[src/rtl/cell_reader_pkg.sv]
// Shared types and constants for the per-cell position reader.
package cell_reader_pkg;

  localparam int POS_COMP_WIDTH      = 32;
  localparam int COUNT_ADDR          = 0;
  localparam int FIRST_PARTICLE_ADDR = 1;

  typedef enum logic [2:0] {
    IDLE,
    RD_CNT,
    WAIT_CNT,
    STREAM,
    DRAIN,
    FIN
  } state_t;

endpackage

[src/rtl/pos_stream_fifo.sv]
// Small synchronous FIFO holding {last, pid, position} beats for the output stream.
// A push is accepted at full when a pop happens in the same cycle.
module pos_stream_fifo #(
  parameter int WIDTH = 105,
  parameter int DEPTH = 4,
  localparam int PTR_W = (DEPTH > 1) ? $clog2(DEPTH) : 1,
  localparam int CNT_W = $clog2(DEPTH + 1)
) (
  input  logic             clock,
  input  logic             rst_n,
  input  logic             push,
  input  logic             pop,
  input  logic [WIDTH-1:0] wdata,
  output logic [WIDTH-1:0] rdata,
  output logic             full,
  output logic             empty,
  output logic [CNT_W-1:0] count
);

  localparam logic [PTR_W-1:0] LAST_PTR = PTR_W'(DEPTH - 1);

  logic [WIDTH-1:0] store [DEPTH];
  logic [PTR_W-1:0] wr_ptr;
  logic [PTR_W-1:0] rd_ptr;
  logic             do_push;
  logic             do_pop;

  function automatic logic [PTR_W-1:0] ptr_inc(input logic [PTR_W-1:0] p);
    return (p == LAST_PTR) ? '0 : p + PTR_W'(1);
  endfunction

  assign empty   = (count == '0);
  assign full    = (count == CNT_W'(DEPTH));
  assign do_pop  = pop & ~empty;
  assign do_push = push & (~full | do_pop);
  assign rdata   = store[rd_ptr];

  // Storage write; contents need no reset because emptiness is tracked by count.
  always_ff @(posedge clock) begin
    if (do_push) store[wr_ptr] <= wdata;
  end

  // Pointer and occupancy bookkeeping.
  always_ff @(posedge clock or negedge rst_n) begin
    if (!rst_n) begin
      wr_ptr <= '0;
      rd_ptr <= '0;
      count  <= '0;
    end else begin
      if (do_push) wr_ptr <= ptr_inc(wr_ptr);
      if (do_pop)  rd_ptr <= ptr_inc(rd_ptr);
      count <= count + CNT_W'(do_push) - CNT_W'(do_pop);
    end
  end

endmodule

[src/rtl/cell_pos_reader.sv]
// Read-side sequencer for one cell position memory: reads the particle count
// at address 0, then streams particles 1..count through a credit-managed FIFO
// that absorbs the memory's fixed read latency.
module cell_pos_reader
  import cell_reader_pkg::*;
#(
  parameter int DATA_WIDTH   = 96,
  parameter int ADDR_WIDTH   = 8,
  parameter int PARTICLE_NUM = 220,
  parameter int RD_LATENCY   = 2,
  parameter int FIFO_DEPTH   = 4
) (
  input  logic                  clock,
  input  logic                  rst_n,
  input  logic                  start,
  output logic                  busy,
  output logic                  done,
  output logic [ADDR_WIDTH-1:0] particle_count,
  output logic [ADDR_WIDTH-1:0] mem_address,
  output logic                  mem_rden,
  output logic                  mem_wren,
  output logic [DATA_WIDTH-1:0] mem_data,
  input  logic [DATA_WIDTH-1:0] mem_q,
  output logic                  out_valid,
  input  logic                  out_ready,
  output logic [DATA_WIDTH-1:0] out_data,
  output logic [ADDR_WIDTH-1:0] out_pid,
  output logic                  out_last
);

  localparam int ENTRY_W = DATA_WIDTH + ADDR_WIDTH + 1;
  localparam int CNT_W   = $clog2(FIFO_DEPTH + 1);
  localparam int WAIT_W  = $clog2(RD_LATENCY + 1);
  localparam int CRED_W  = $clog2(FIFO_DEPTH + RD_LATENCY + 2) + 1;

  localparam logic [ADDR_WIDTH-1:0] MAX_PID    = ADDR_WIDTH'(PARTICLE_NUM - 1);
  localparam logic [ADDR_WIDTH-1:0] FIRST_ADDR = ADDR_WIDTH'(FIRST_PARTICLE_ADDR);
  localparam logic [WAIT_W-1:0]     LAST_WAIT  = WAIT_W'(RD_LATENCY - 1);

  state_t                  state;
  logic [WAIT_W-1:0]       wait_cnt;
  logic [ADDR_WIDTH-1:0]   next_addr;
  logic                    issue_vld;
  logic                    issue_last;

  logic                    pipe_vld  [RD_LATENCY];
  logic [ADDR_WIDTH-1:0]   pipe_pid  [RD_LATENCY];
  logic                    pipe_last [RD_LATENCY];

  logic [ENTRY_W-1:0]      fifo_wdata;
  logic [ENTRY_W-1:0]      fifo_rdata;
  logic                    fifo_full;
  logic                    fifo_empty;
  logic [CNT_W-1:0]        fifo_count;
  logic                    pop;

  logic [DATA_WIDTH-1:0]   head_data;
  logic [ADDR_WIDTH-1:0]   head_pid;
  logic                    head_last;

  logic [ADDR_WIDTH-1:0]   count_raw;
  logic [ADDR_WIDTH-1:0]   count_clamped;
  logic [CRED_W-1:0]       outstanding;
  logic                    can_issue;

  assign mem_wren = 1'b0;
  assign mem_data = '0;

  // Count word beyond the last legal particle address is clamped to it.
  assign count_raw     = mem_q[ADDR_WIDTH-1:0];
  assign count_clamped = (count_raw > MAX_PID) ? MAX_PID : count_raw;

  // Output stream comes straight from the FIFO head; zeroed while empty.
  assign {head_last, head_pid, head_data} = fifo_rdata;
  assign out_valid = ~fifo_empty;
  assign out_data  = fifo_empty ? '0 : head_data;
  assign out_pid   = fifo_empty ? '0 : head_pid;
  assign out_last  = ~fifo_empty & head_last;
  assign pop       = out_valid & out_ready;

  // Everything already committed to the FIFO: stored beats plus reads in flight.
  // A pop this cycle frees one slot for the read issued on the next cycle.
  always_comb begin
    outstanding = CRED_W'(fifo_count) + CRED_W'(issue_vld);
    for (int i = 0; i < RD_LATENCY; i++) begin
      outstanding = outstanding + CRED_W'(pipe_vld[i]);
    end
    can_issue = (outstanding - CRED_W'(pop)) < CRED_W'(FIFO_DEPTH);
  end

  // Tag valid bits shadow the memory latency so each tag meets its own read data.
  always_ff @(posedge clock or negedge rst_n) begin
    if (!rst_n) begin
      for (int i = 0; i < RD_LATENCY; i++) pipe_vld[i] <= 1'b0;
    end else begin
      pipe_vld[0] <= issue_vld;
      for (int i = 1; i < RD_LATENCY; i++) pipe_vld[i] <= pipe_vld[i-1];
    end
  end

  // Tag payload (pid, last flag) travels alongside the valid bits.
  always_ff @(posedge clock) begin
    pipe_pid[0]  <= mem_address;
    pipe_last[0] <= issue_last;
    for (int i = 1; i < RD_LATENCY; i++) begin
      pipe_pid[i]  <= pipe_pid[i-1];
      pipe_last[i] <= pipe_last[i-1];
    end
  end

  assign fifo_wdata = {pipe_last[RD_LATENCY-1], pipe_pid[RD_LATENCY-1], mem_q};

  pos_stream_fifo #(
    .WIDTH (ENTRY_W),
    .DEPTH (FIFO_DEPTH)
  ) u_fifo (
    .clock (clock),
    .rst_n (rst_n),
    .push  (pipe_vld[RD_LATENCY-1]),
    .pop   (pop),
    .wdata (fifo_wdata),
    .rdata (fifo_rdata),
    .full  (fifo_full),
    .empty (fifo_empty),
    .count (fifo_count)
  );

  // Sequencer: count read, latency wait, credit-limited particle issue, drain.
  // Memory controls are registered, so each branch sets up next cycle's read.
  always_ff @(posedge clock or negedge rst_n) begin
    if (!rst_n) begin
      state          <= IDLE;
      busy           <= 1'b0;
      done           <= 1'b0;
      particle_count <= '0;
      mem_address    <= '0;
      mem_rden       <= 1'b0;
      issue_vld      <= 1'b0;
      issue_last     <= 1'b0;
      next_addr      <= '0;
      wait_cnt       <= '0;
    end else begin
      done       <= 1'b0;
      mem_rden   <= 1'b0;
      issue_vld  <= 1'b0;
      issue_last <= 1'b0;
      case (state)
        IDLE: begin
          if (start) begin
            state       <= RD_CNT;
            busy        <= 1'b1;
            mem_rden    <= 1'b1;
            mem_address <= ADDR_WIDTH'(COUNT_ADDR);
          end
        end
        RD_CNT: begin
          state    <= WAIT_CNT;
          wait_cnt <= '0;
        end
        WAIT_CNT: begin
          if (wait_cnt == LAST_WAIT) begin
            particle_count <= count_clamped;
            if (count_clamped == '0) begin
              state <= FIN;
              done  <= 1'b1;
            end else begin
              state       <= STREAM;
              mem_rden    <= 1'b1;
              issue_vld   <= 1'b1;
              mem_address <= FIRST_ADDR;
              issue_last  <= (count_clamped == FIRST_ADDR);
              next_addr   <= FIRST_ADDR + ADDR_WIDTH'(1);
            end
          end else begin
            wait_cnt <= wait_cnt + WAIT_W'(1);
          end
        end
        STREAM: begin
          if (issue_vld && (mem_address == particle_count)) begin
            state <= DRAIN;
          end else if (can_issue) begin
            mem_rden    <= 1'b1;
            issue_vld   <= 1'b1;
            mem_address <= next_addr;
            issue_last  <= (next_addr == particle_count);
            next_addr   <= next_addr + ADDR_WIDTH'(1);
          end
        end
        DRAIN: begin
          if (pop && out_last) begin
            state <= FIN;
            done  <= 1'b1;
          end
        end
        FIN: begin
          state <= IDLE;
          busy  <= 1'b0;
        end
        default: state <= IDLE;
      endcase
    end
  end

endmodule

[config.mk]
export PLATFORM = sky130hd
export DESIGN_NAME = cell_pos_reader
export DESIGN_NICKNAME = d
export VERILOG_FILES = /design/src/rtl/cell_reader_pkg.sv /design/src/rtl/pos_stream_fifo.sv /design/src/rtl/cell_pos_reader.sv
export SDC_FILE = /design/constraint.sdc
export NUM_CORES = 1
export LEC_CHECK = 0
export ABC_AREA = 1
export CORE_UTILIZATION = 40
export CTS_BUF_LIST = sky130_fd_sc_hd__clkbuf_8 sky130_fd_sc_hd__clkbuf_16
export DETAILED_ROUTE_END_ITERATION = 12
export PLACE_DENSITY = 0.76
export SLEW_MARGIN = 20
export SYNTH_ARGS = -nofsm -noshare
export SYNTH_HDL_FRONTEND = slang
export SYNTH_SLANG_ARGS = --single-unit
[constraint.sdc]
create_clock -name clock -period 5.65 [get_ports clock]
set_clock_uncertainty 0.15 [all_clocks]
set_input_delay 1.4125 -clock clock [delete_from_list [all_inputs] [get_ports clock]]
set_output_delay 1.4125 -clock clock [all_outputs]
set_load 0.01 [all_outputs]
==> results of run 1 <==
-- through the flow --
step            util  hold WS [ns]  setup slack [ns]
2_1_floorplan      -         0.160            -0.942
3_3_place_gp   0.459         0.161              1.31
3_5_place_dp   0.459         0.162              1.24
4_1_cts        0.492         0.174             0.594
5_1_grt        0.493         0.182             0.501
6_report       0.493         0.175             0.661
-- power by group through the flow --
stage | logic, µW | clock network, µW | registers [µW]
after floorplan | 2860 | 0 | 4650
after detailed placement | 5040 | 0 | 4680
after CTS | 5090 | 3340 | 4610
after global routing | 5520 | 3470 | 4650
after global placement | 4940 | 0 | 4660
final | 5010 | 3260 | 4600
-- layer usage --
metal  vias to the layer above  track usage  routed length (µm)
met5                         -            0                  13
met4                         2       0.0625                1160
met3                        76       0.0364                2420
met2                       385        0.309               23200
met1                      6289        0.206               17900
li1                       6113            -                   -
-- state kept, by name, summed over array words and instances (netlist names) --
register / count
u_fifo.store: 420
pipe_pid: 16
mem_address: 8
next_addr: 8
particle_count: 8
state: 3
u_fifo.count: 3
pipe_last: 2
pipe_vld: 2
u_fifo.rd_ptr: 2
u_fifo.wr_ptr: 2
wait_cnt: 2
busy: 1
done: 1
issue_last: 1
issue_vld: 1
mem_rden: 1
-- cell usage in the layout, fill, tap and decap left out, types with 6 or more instances in the layout --
master and n:
sky130_fd_sc_hd__clkinv_2 10, sky130_fd_sc_hd__nand4_1 13, sky130_fd_sc_hd__xnor2_1 10, sky130_fd_sc_hd__buf_4 10, sky130_fd_sc_hd__nand2_1 86, sky130_fd_sc_hd__nor2_1 451
sky130_fd_sc_hd__clkdlybuf4s50_1 223, sky130_fd_sc_hd__dfrtp_1 41, sky130_fd_sc_hd__inv_2 8, sky130_fd_sc_hd__conb_1 97, sky130_fd_sc_hd__o21ai_0 223, sky130_fd_sc_hd__o21ai_1 7
sky130_fd_sc_hd__edfxtp_1 420, sky130_fd_sc_hd__nor2_4 9, sky130_fd_sc_hd__inv_1 63, sky130_fd_sc_hd__dfxtp_1 18, sky130_fd_sc_hd__clkbuf_16 52, sky130_fd_sc_hd__ha_1 14
sky130_fd_sc_hd__buf_12 6, sky130_fd_sc_hd__nand3_1 23, sky130_fd_sc_hd__a21oi_1 111
-- critical path, cell delays in order, from the launching register on --
cell and delay [ns]:
sky130_fd_sc_hd__dfrtp_4 0.68, sky130_fd_sc_hd__inv_4 0.86, sky130_fd_sc_hd__buf_4 0.43, sky130_fd_sc_hd__nor2_1 0.09, sky130_fd_sc_hd__o21ai_0 0.11, sky130_fd_sc_hd__a21oi_1 0.10
sky130_fd_sc_hd__clkdlybuf4s50_1 0.50
-- cell usage after synthesis, types with 4 or more instances --
master                     count  share of area
sky130_fd_sc_hd__nand2_2       5         0.0016
sky130_fd_sc_hd__nor2_4        5         0.0028
sky130_fd_sc_hd__dfrtp_1      43          0.054
sky130_fd_sc_hd__nand3_1      23         0.0057
sky130_fd_sc_hd__nand3_2       4         0.0020
sky130_fd_sc_hd__nor2_1      455          0.085
sky130_fd_sc_hd__buf_4       100          0.037
sky130_fd_sc_hd__a21oi_1     111          0.028
sky130_fd_sc_hd__inv_2        10         0.0019
sky130_fd_sc_hd__nor2_2        4         0.0012
sky130_fd_sc_hd__buf_2        36         0.0090
sky130_fd_sc_hd__inv_1        55          0.010
sky130_fd_sc_hd__o21ai_1       7         0.0017
sky130_fd_sc_hd__xnor2_1      10         0.0044
sky130_fd_sc_hd__clkbuf_1     29         0.0054
sky130_fd_sc_hd__nand2_1      86          0.016
sky130_fd_sc_hd__dfxtp_1      18          0.018
sky130_fd_sc_hd__edfxtp_1    420           0.63
sky130_fd_sc_hd__nand4_1      13         0.0041
sky130_fd_sc_hd__xor2_1        5         0.0022
sky130_fd_sc_hd__ha_1         14         0.0087
sky130_fd_sc_hd__o21ai_0     223          0.056
sky130_fd_sc_hd__buf_1        12         0.0022
-- logic make-up (layout without fill, tap and decap cells) --
logic type / Yosys count / in the layout / synth area share
and+or+nand+nor: 604 / 604 / 0.124
DFF: 481 / 481 / 0.701
AOI/OAI and AO/OA: 347 / 347 / 0.0882
buffers and inverters: 247 / 395 / 0.0691
adders and majority gates: 16 / 16 / 0.0107
xor gates and xnor gates: 15 / 15 / 0.00656
other: 1 / 98 / 0.000187
-- layout make-up --
type | instances | area, µm²
tap | 664 | 831
inverter | 66 | 255
timing repair buffer | 239 | 2430
antenna | 1 | 2.50
multi-input combinational | 1079 | 4980
clock buffer | 53 | 1320
fill | 4194 | 24900
sequential | 481 | 14100
clock inverter | 37 | 338
-- path summary, 6_finish.rpt --
path	end	depth (start not counted)	slack, ns	from
setup / recovery	out_data[86]	6	0.66	u_fifo.rd_ptr[1]$_DFFE_PN0P_
hold / removal	pipe_pid[0][8]$_DFF_P_	0	0.17	pipe_pid[0][0]$_DFF_P_
setup reg to reg	next_addr[1]$_DFFE_PN0P_	18	1.68	u_fifo.count[1]$_DFF_PN0_
hold reg to reg	pipe_pid[0][8]$_DFF_P_	0	0.17	pipe_pid[0][0]$_DFF_P_
max in group asynchronous	u_fifo.rd_ptr[0]$_DFFE_PN0P_	1	4.20	rst_n
min in group asynchronous	next_addr[1]$_DFFE_PN0P_	1	0.68	rst_n
==> impl_metrics.tcl, run 1 <==
set metrics [dict create \
    outcome "completed" \
    most_instantiated_flip_flop_cell_in_the_synthesis_netlist "sky130_fd_sc_hd__edfxtp_1" \
    synth.cell_area_um2 20000 \
    die_x_um 226 \
    cap_violations 0 \
    clkLatencyLatePin_ns 0.58 \
    yosys_register_bits 481 \
    detailedPlacementHpwl_mm 26.0 \
    yosys_warnings 0 \
    worst_hold_path_type "reg2reg" \
    first_pass_iters 5 \
    power.clock.fraction 0.253 \
    clock_tree.htree_level_count 2 \
    num_io_pins 322 \
    cts.clk_slew.worst_paths_ns 0.07 \
    cts.root.buffer_cell "sky130_fd_sc_hd__clkbuf_16" \
    synth_edf_count 420 \
    finish.net_count 2032 \
    grt_first_pass_wirelength_mm 68.4 \
    grt_antenna_before_repair 2 \
    end_kind "output port" \
    tns_ns 0 \
    cts_tree "yes" \
    ratio_of_total_power_to_cell_area_nw_per_um2 532 \
    place_congestion 0.835 \
    syn_avg_cell_area_um2 11.7 \
    leak_uw 0.00865 \
    unrepaired_setup_endpoints_after_global_routing "false" \
    placed_cell_area_um2 22600 \
    remaining_drcs 0 \
    clock_sinks 481 \
    via_count 12900 \
    crit_path_start_kind "flip-flop" \
    final-hold-violation-count 0 \
    transition_at_the_pin_with_the_smallest_max_transition_slack_ns 1.11 \
    slew_violations 0 \
    sequential_element_share_of_the_synthesized_area 0.701 \
    final_design_instance_area_without_fill_um2 24200 \
    worst-endpoint-arrival_ns 3.43 \
    area_added_between_synthesis_and_finish_pct 20.9 \
    standard_cell_rows 81 \
    maxSlewHeadroom 0.263 \
    cts_resized 0 \
    total_cts_buffers 49 \
    grt_start_max_net_pins 213 \
    detailedRoute.firstIterationViolations 829 \
    numPortBuffers 224 \
    post-cts-setup-buffer-count 0 \
    setup.worst_path.class "reg2out" \
    number_of_standard_cells_in_the_layout_taps_in_and_fillers_out 2620 \
    setup_viol 0 \
    synth_cells 1711 \
    cp.required_ns 4.09 \
    globalRouteOverflowTotal 0 \
    power.share.switching 0.350 \
    total_power_uw 12900 \
    area_of_the_die_um2 51000 \
    starting_density 0.407 \
    worst_path_fanout_max 82 \
    cts_hold_buffers 0 \
    finalWorstPathRequiredPeriod_ns 4.99 \
    die_h_um 226 \
    wire_per_inst_um 17.1 \
    highest_clock_rate_ghz 0.200 \
    floorplan.core_area_um2 49200 \
    share_comb_of_total_power 0.389 \
    power.net_switching_uw 4510 \
    seq_power_share 0.357 \
    vdd.ir_drop.worst_mv 0.403 \
    post_route_cells_drive_above_1_share 0.0696 \
    placed_cells_incl_taps 2529 \
    cts-root-to-sink-buffers 3 \
    asyncSetResetFlopFracSynth 0.0894 \
    antenna_violating_nets_post_route 0 \
    vias_per_std_cell 4.91 \
    drt_wl_total_mm 44.7 \
    synth.lib_cells_used.distinct 44 \
    post-route-period-util 0.883 \
    grt_pass1_vias 12700 \
    internal-power_uw 8360 \
    grtUsageTotal 0.174 \
]
No activity file was read; power rests on OpenSTA's default activity.
==> run 2: changes to the inputs <==
Settings changed: CORE_UTILIZATION 40 to 38, PLACE_DENSITY 0.76 to 0.73.
==> run 2 against run 1 <==
Effect of this change:
- worst hold slack gained 0.00099 ns
- register-to-register slack better by 0.35 ns
- global-route usage down 0.68 points
- die area is 5.2% higher
- utilization fell by 2.5 points
- design area down 0.15%
- routed wire length grew 2.2%
- clock power is 2% lower
- critical path type unchanged
==> impl_metrics.tcl, run 2 (synthesis gave the netlist of run 1 again) <==
set metrics [dict create \
    detailedRoute.firstIterationViolations 902 \
    via_count 12800 \
    cts-root-to-sink-buffers 3 \
    post_route_cells_drive_above_1_share 0.0660 \
    share_comb_of_total_power 0.391 \
    unrepaired_setup_endpoints_after_global_routing "false" \
    finalWorstPathRequiredPeriod_ns 4.91 \
    globalRouteOverflowTotal 0 \
    ratio_of_total_power_to_cell_area_nw_per_um2 532 \
    antenna_violating_nets_post_route 0 \
    die_h_um 232 \
    tns_ns 0 \
    grt_first_pass_wirelength_mm 69.4 \
    multi_input_comb_area_um2 4980 \
    final-hold-violation-count 0 \
    drt_wl_total_mm 45.7 \
    vias_per_std_cell 4.86 \
    first_pass_iters 5 \
    standard_cell_rows 83 \
    cts_resized 0 \
    wire_per_inst_um 17.3 \
    outcome "completed" \
    clock_sinks 481 \
    area_of_the_die_um2 53600 \
    grt_pass1_vias 12600 \
    cts.clk_slew.worst_paths_ns 0.06 \
    highest_clock_rate_ghz 0.204 \
    die_x_um 232 \
    cts_tree "yes" \
    setup_viol 0 \
    total_power_uw 12900 \
    cap_violations 0 \
    layout_common_cells "sky130_fd_sc_hd__nor2_1, sky130_fd_sc_hd__edfxtp_1, sky130_fd_sc_hd__o21ai_0, sky130_fd_sc_hd__clkdlybuf4s50_1, sky130_fd_sc_hd__a21oi_1" \
    leak_uw 0.00863 \
    transition_at_the_pin_with_the_smallest_max_transition_slack_ns 1.11 \
    power.share.switching 0.352 \
    area_added_between_synthesis_and_finish_pct 20.7 \
    remaining_drcs 0 \
    worst_path_fanout_max 70 \
    grt_antenna_before_repair 3 \
    worst-endpoint-arrival_ns 3.35 \
    end_kind "output port" \
    slew_violations 0 \
    clkLatencyLatePin_ns 0.58 \
    num_io_pins 322 \
    maxSlewHeadroom 0.257 \
    internal-power_uw 8330 \
    seq_power_share 0.360 \
    cts.root.buffer_cell "sky130_fd_sc_hd__clkbuf_16" \
    final_core_utilization 0.467 \
    crit_path_start_kind "flip-flop" \
    cts_hold_buffers 0 \
    grtUsageTotal 0.167 \
    power.clock.fraction 0.248 \
    post-cts-setup-buffer-count 0 \
    clock_tree.htree_level_count 2 \
    reg.largest.list "u_fifo.store: 420 flops, pipe_pid: 16 flops" \
    power.net_switching_uw 4520 \
    largest_register_ff_count 420 \
    detailedPlacementHpwl_mm 25.9 \
    starting_density 0.387 \
    setup.worst_path.class "reg2out" \
    post-route-period-util 0.869 \
    num_antenna_cells 0 \
    fillcell_total 4485 \
    vdd.ir_drop.worst_mv 0.303 \
    total_cts_buffers 49 \
    largest-register "u_fifo.store" \
    place_congestion 0.825 \
    cp.required_ns 4.09 \
    ff_latch_area_um2 14100 \
    floorplan.core_area_um2 51700 \
    worst_hold_path_type "reg2reg" \
    numPortBuffers 224 \
    mostFrequentLayoutCell "sky130_fd_sc_hd__nor2_1" \
    finish.net_count 2033 \
    grt_start_max_net_pins 185 \
]
## run 2: per-layer routing
metal  vias to the layer above  part of all wire  track usage
met5                         -           0.00070            0
met4                         6             0.020       0.0415
met3                        76             0.058       0.0363
met2                       345              0.50        0.291
met1                      6271              0.42        0.210
li1                       6120                 -            -
## run 2: worst paths after layout
path,from,end,slack (ns),cells after the start
max,u_fifo.rd_ptr[1]$_DFFE_PN0P_,out_data[85],0.74,6
min,pipe_pid[0][2]$_DFF_P_,pipe_pid[0][10]$_DFF_P_,0.18,0
max reg2reg,u_fifo.count[1]$_DFF_PN0_,next_addr[1]$_DFFE_PN0P_,2.03,19
min reg2reg,pipe_pid[0][2]$_DFF_P_,pipe_pid[0][10]$_DFF_P_,0.18,0
max in group asynchronous,rst_n,u_fifo.rd_ptr[0]$_DFFE_PN0P_,4.23,1
min in group asynchronous,rst_n,particle_count[3]$_DFFE_PN0P_,0.68,1
## run 2: through the flow
| stage | instances | hold slack, ns | cell area (µm²) | setup slack [ns] |
|---|---|---|---|---|
| detailed placement | 2546 | 0.162 | 22600 | 1.31 |
| global placement | 2546 | 0.161 | 22600 | 1.34 |
| CTS | 2635 | 0.177 | 24200 | 0.640 |
| finish | 2635 | 0.176 | 24200 | 0.740 |
| floorplan | 1807 | 0.160 | 20400 | -0.942 |
| global route | 2635 | 0.181 | 24200 | 0.565 |
## run 2: critical path, cell delays in order (launching register included)
cell                              delay (ns)
sky130_fd_sc_hd__dfrtp_4                0.66
sky130_fd_sc_hd__inv_4                  0.79
sky130_fd_sc_hd__buf_4                  0.43
sky130_fd_sc_hd__nor2_1                 0.09
sky130_fd_sc_hd__o21ai_0                0.12
sky130_fd_sc_hd__a21oi_1                0.11
sky130_fd_sc_hd__clkdlybuf4s50_1        0.54
## run 2: final cells by class
class                      count  share of cell area
multi-input combinational   1079               0.206
tap                          680              0.0352
clock inverter                36              0.0124
inverter                      66              0.0106
timing repair buffer         240               0.100
sequential                   481               0.581
clock buffer                  53              0.0539
## run 2: power groups by stage
stage,Clock (µW),Sequential (µW),Combinational [µW]
finish,3190,4630,5030
global route,3380,4680,5540
CTS,3250,4630,5100
detailed placement,0,4700,5060
global placement,0,4690,4970
floorplan,0,4650,2860
==> run 3: changes to the inputs <==
Settings changed: CTS_CLUSTER_DIAMETER set to 60.
==> run 3 against run 2 <==
Effect of this change:
- critical path depth did not move
- via count fell by 0.12%
- die area did not move
- design area barely moved
- sequential power barely moved
- global-route usage barely moved
- highest routed layer unchanged
==> impl_metrics.tcl, run 3 (synthesis gave the netlist of run 1 again) <==
set metrics [dict create \
    highest_clock_rate_ghz 0.204 \
    critical_path.slowest_cell "sky130_fd_sc_hd__inv_4" \
    largest_register_ff_count 420 \
    path_cells "inv_4 -> buf_4 -> nor2_1 -> o21ai_0 -> a21oi_1 -> clkdlybuf4s50_1" \
    leak_uw 0.00863 \
    timing.critical_path.max_delay_family "buffers and inverters" \
    cts-root-to-sink-buffers 3 \
    wire_per_inst_um 17.3 \
    cts.root.buffer_cell "sky130_fd_sc_hd__clkbuf_16" \
    worst_hold_path_type "reg2reg" \
    globalRouteOverflowTotal 0 \
    setup.worst_path.class "reg2out" \
    finalWorstPathRequiredPeriod_ns 4.89 \
    worst_path_largest_cell_delay_ns 0.78 \
    worst-endpoint-arrival_ns 3.33 \
    grt_start_max_net_pins 185 \
    placed_cells_incl_taps 2546 \
    power.net_switching_uw 4560 \
    starting_density 0.387 \
    numPortBuffers 224 \
    power.share.switching 0.356 \
    reg.largest.list "u_fifo.store: 420 flops, pipe_pid: 16 flops" \
    fin_hold_ws_ns 0.173 \
    grt_pass1_vias 12600 \
    post_route_cells_drive_above_1_share 0.0668 \
    post-cts-setup-buffer-count 0 \
    remaining_drcs 0 \
    finish.net_count 2035 \
    grtUsageTotal 0.167 \
    cap_violations 0 \
    cp.required_ns 4.09 \
    drt_wl_total_mm 45.7 \
    clock_sinks 481 \
    total_cts_buffers 51 \
    via_count 12800 \
    cts_hold_buffers 0 \
    vias_per_std_cell 4.85 \
    die_x_um 232 \
    die_h_um 232 \
    setup_viol 0 \
    area_of_the_die_um2 53600 \
    detailedPlacementHpwl_mm 25.9 \
    num_io_pins 322 \
    internal-power_uw 8250 \
    clock_tree.htree_level_count 2 \
    post-route-period-util 0.866 \
    area_added_between_synthesis_and_finish_pct 20.7 \
    maxSlewHeadroom 0.362 \
    grt_first_pass_wirelength_mm 69.6 \
    mostFrequentLayoutCell "sky130_fd_sc_hd__nor2_1" \
    cts.clk_slew.worst_paths_ns 0.06 \
    end_kind "output port" \
    final-hold-violation-count 0 \
    outcome "completed" \
    share_comb_of_total_power 0.392 \
    cts_resized 0 \
    num_antenna_cells 0 \
    standard_cell_rows 83 \
    cts_tree "yes" \
    first_pass_iters 5 \
    ratio_of_total_power_to_cell_area_nw_per_um2 530 \
    clkLatencyLatePin_ns 0.59 \
    crit_buf_inv 3 \
    seq_power_share 0.362 \
    detailedRoute.firstIterationViolations 880 \
    floorplan.core_area_um2 51700 \
    power.clock.fraction 0.246 \
    layout_common_cells "sky130_fd_sc_hd__nor2_1, sky130_fd_sc_hd__edfxtp_1, sky130_fd_sc_hd__o21ai_0, sky130_fd_sc_hd__clkdlybuf4s50_1, sky130_fd_sc_hd__a21oi_1" \
    worst_path_fanout_max 70 \
    grt_antenna_before_repair 3 \
    number_of_standard_cells_in_the_layout_taps_in_and_fillers_out 2640 \
    crit_path_start_kind "flip-flop" \
    vdd.ir_drop.worst_mv 0.303 \
    largest-register "u_fifo.store" \
    unrepaired_setup_endpoints_after_global_routing "false" \
    slew_violations 0 \
    transition_at_the_pin_with_the_smallest_max_transition_slack_ns 0.958 \
    place_congestion 0.825 \
    antenna_violating_nets_post_route 0 \
]
==> run 3: power groups by stage <==
stage                     Combinational, µW  Sequential (µW)  Clock (µW)
after floorplan                        2860             4650           0
after global placement                 4970             4690           0
after detailed placement               5060             4700           0
after CTS                              5100             4630        3230
after global routing                   5530             4680        3350
final                                  5020             4630        3150
==> run 3: worst reg2reg max path, delay by kind of cell, from the launching register on <==
family	cells	cell delay, ns
and+or+nand+nor	12	1.20
adders and majority gates	3	0.96
buffers and inverters	4	0.84
DFF	1	0.40
==> run 3: worst paths after layout <==
path | startpoint | endpoint | slack (ns) | cells past startpoint
setup reg to reg | u_fifo.count[1]$_DFF_PN0_ | next_addr[1]$_DFFE_PN0P_ | 2.03 | 19
setup / recovery | u_fifo.rd_ptr[1]$_DFFE_PN0P_ | out_data[85] | 0.76 | 6
hold reg to reg | pipe_pid[0][0]$_DFF_P_ | pipe_pid[0][8]$_DFF_P_ | 0.17 | 0
max in group asynchronous | rst_n | u_fifo.rd_ptr[0]$_DFFE_PN0P_ | 4.24 | 1
min in group asynchronous | rst_n | particle_count[3]$_DFFE_PN0P_ | 0.67 | 1
hold / removal | pipe_pid[0][0]$_DFF_P_ | pipe_pid[0][8]$_DFF_P_ | 0.17 | 0
==> run 3: cell type report <==
type	count	area, µm²
fill	4491	27500
sequential	481	14100
multi-input combinational	1079	4980
timing repair buffer	240	2430
clock buffer	52	1290
tap	680	851
clock inverter	42	307
inverter	66	255
==> run 3: per-stage QoR <==
step           area (µm²)  utilization  worst slack (ns)  setup TNS [ns]  total power (µW)
2_1_floorplan       20400            -            -0.942         -395.70              7510
3_3_place_gp        22600        0.436              1.34               0              9660
3_5_place_dp        22600        0.436              1.31               0              9760
4_1_cts             24200        0.467             0.647               0             13000
5_1_grt             24200        0.467             0.549               0             13600
6_report            24200        0.467             0.757               0             12800
==> run 3: per-layer routing <==
metal,global-route usage,up-vias,wire [µm]
li1,-,6122,-
met1,0.211,6259,19200
met2,0.291,349,22900
met3,0.0368,67,2740
met4,0.0407,6,783
met5,0,-,38
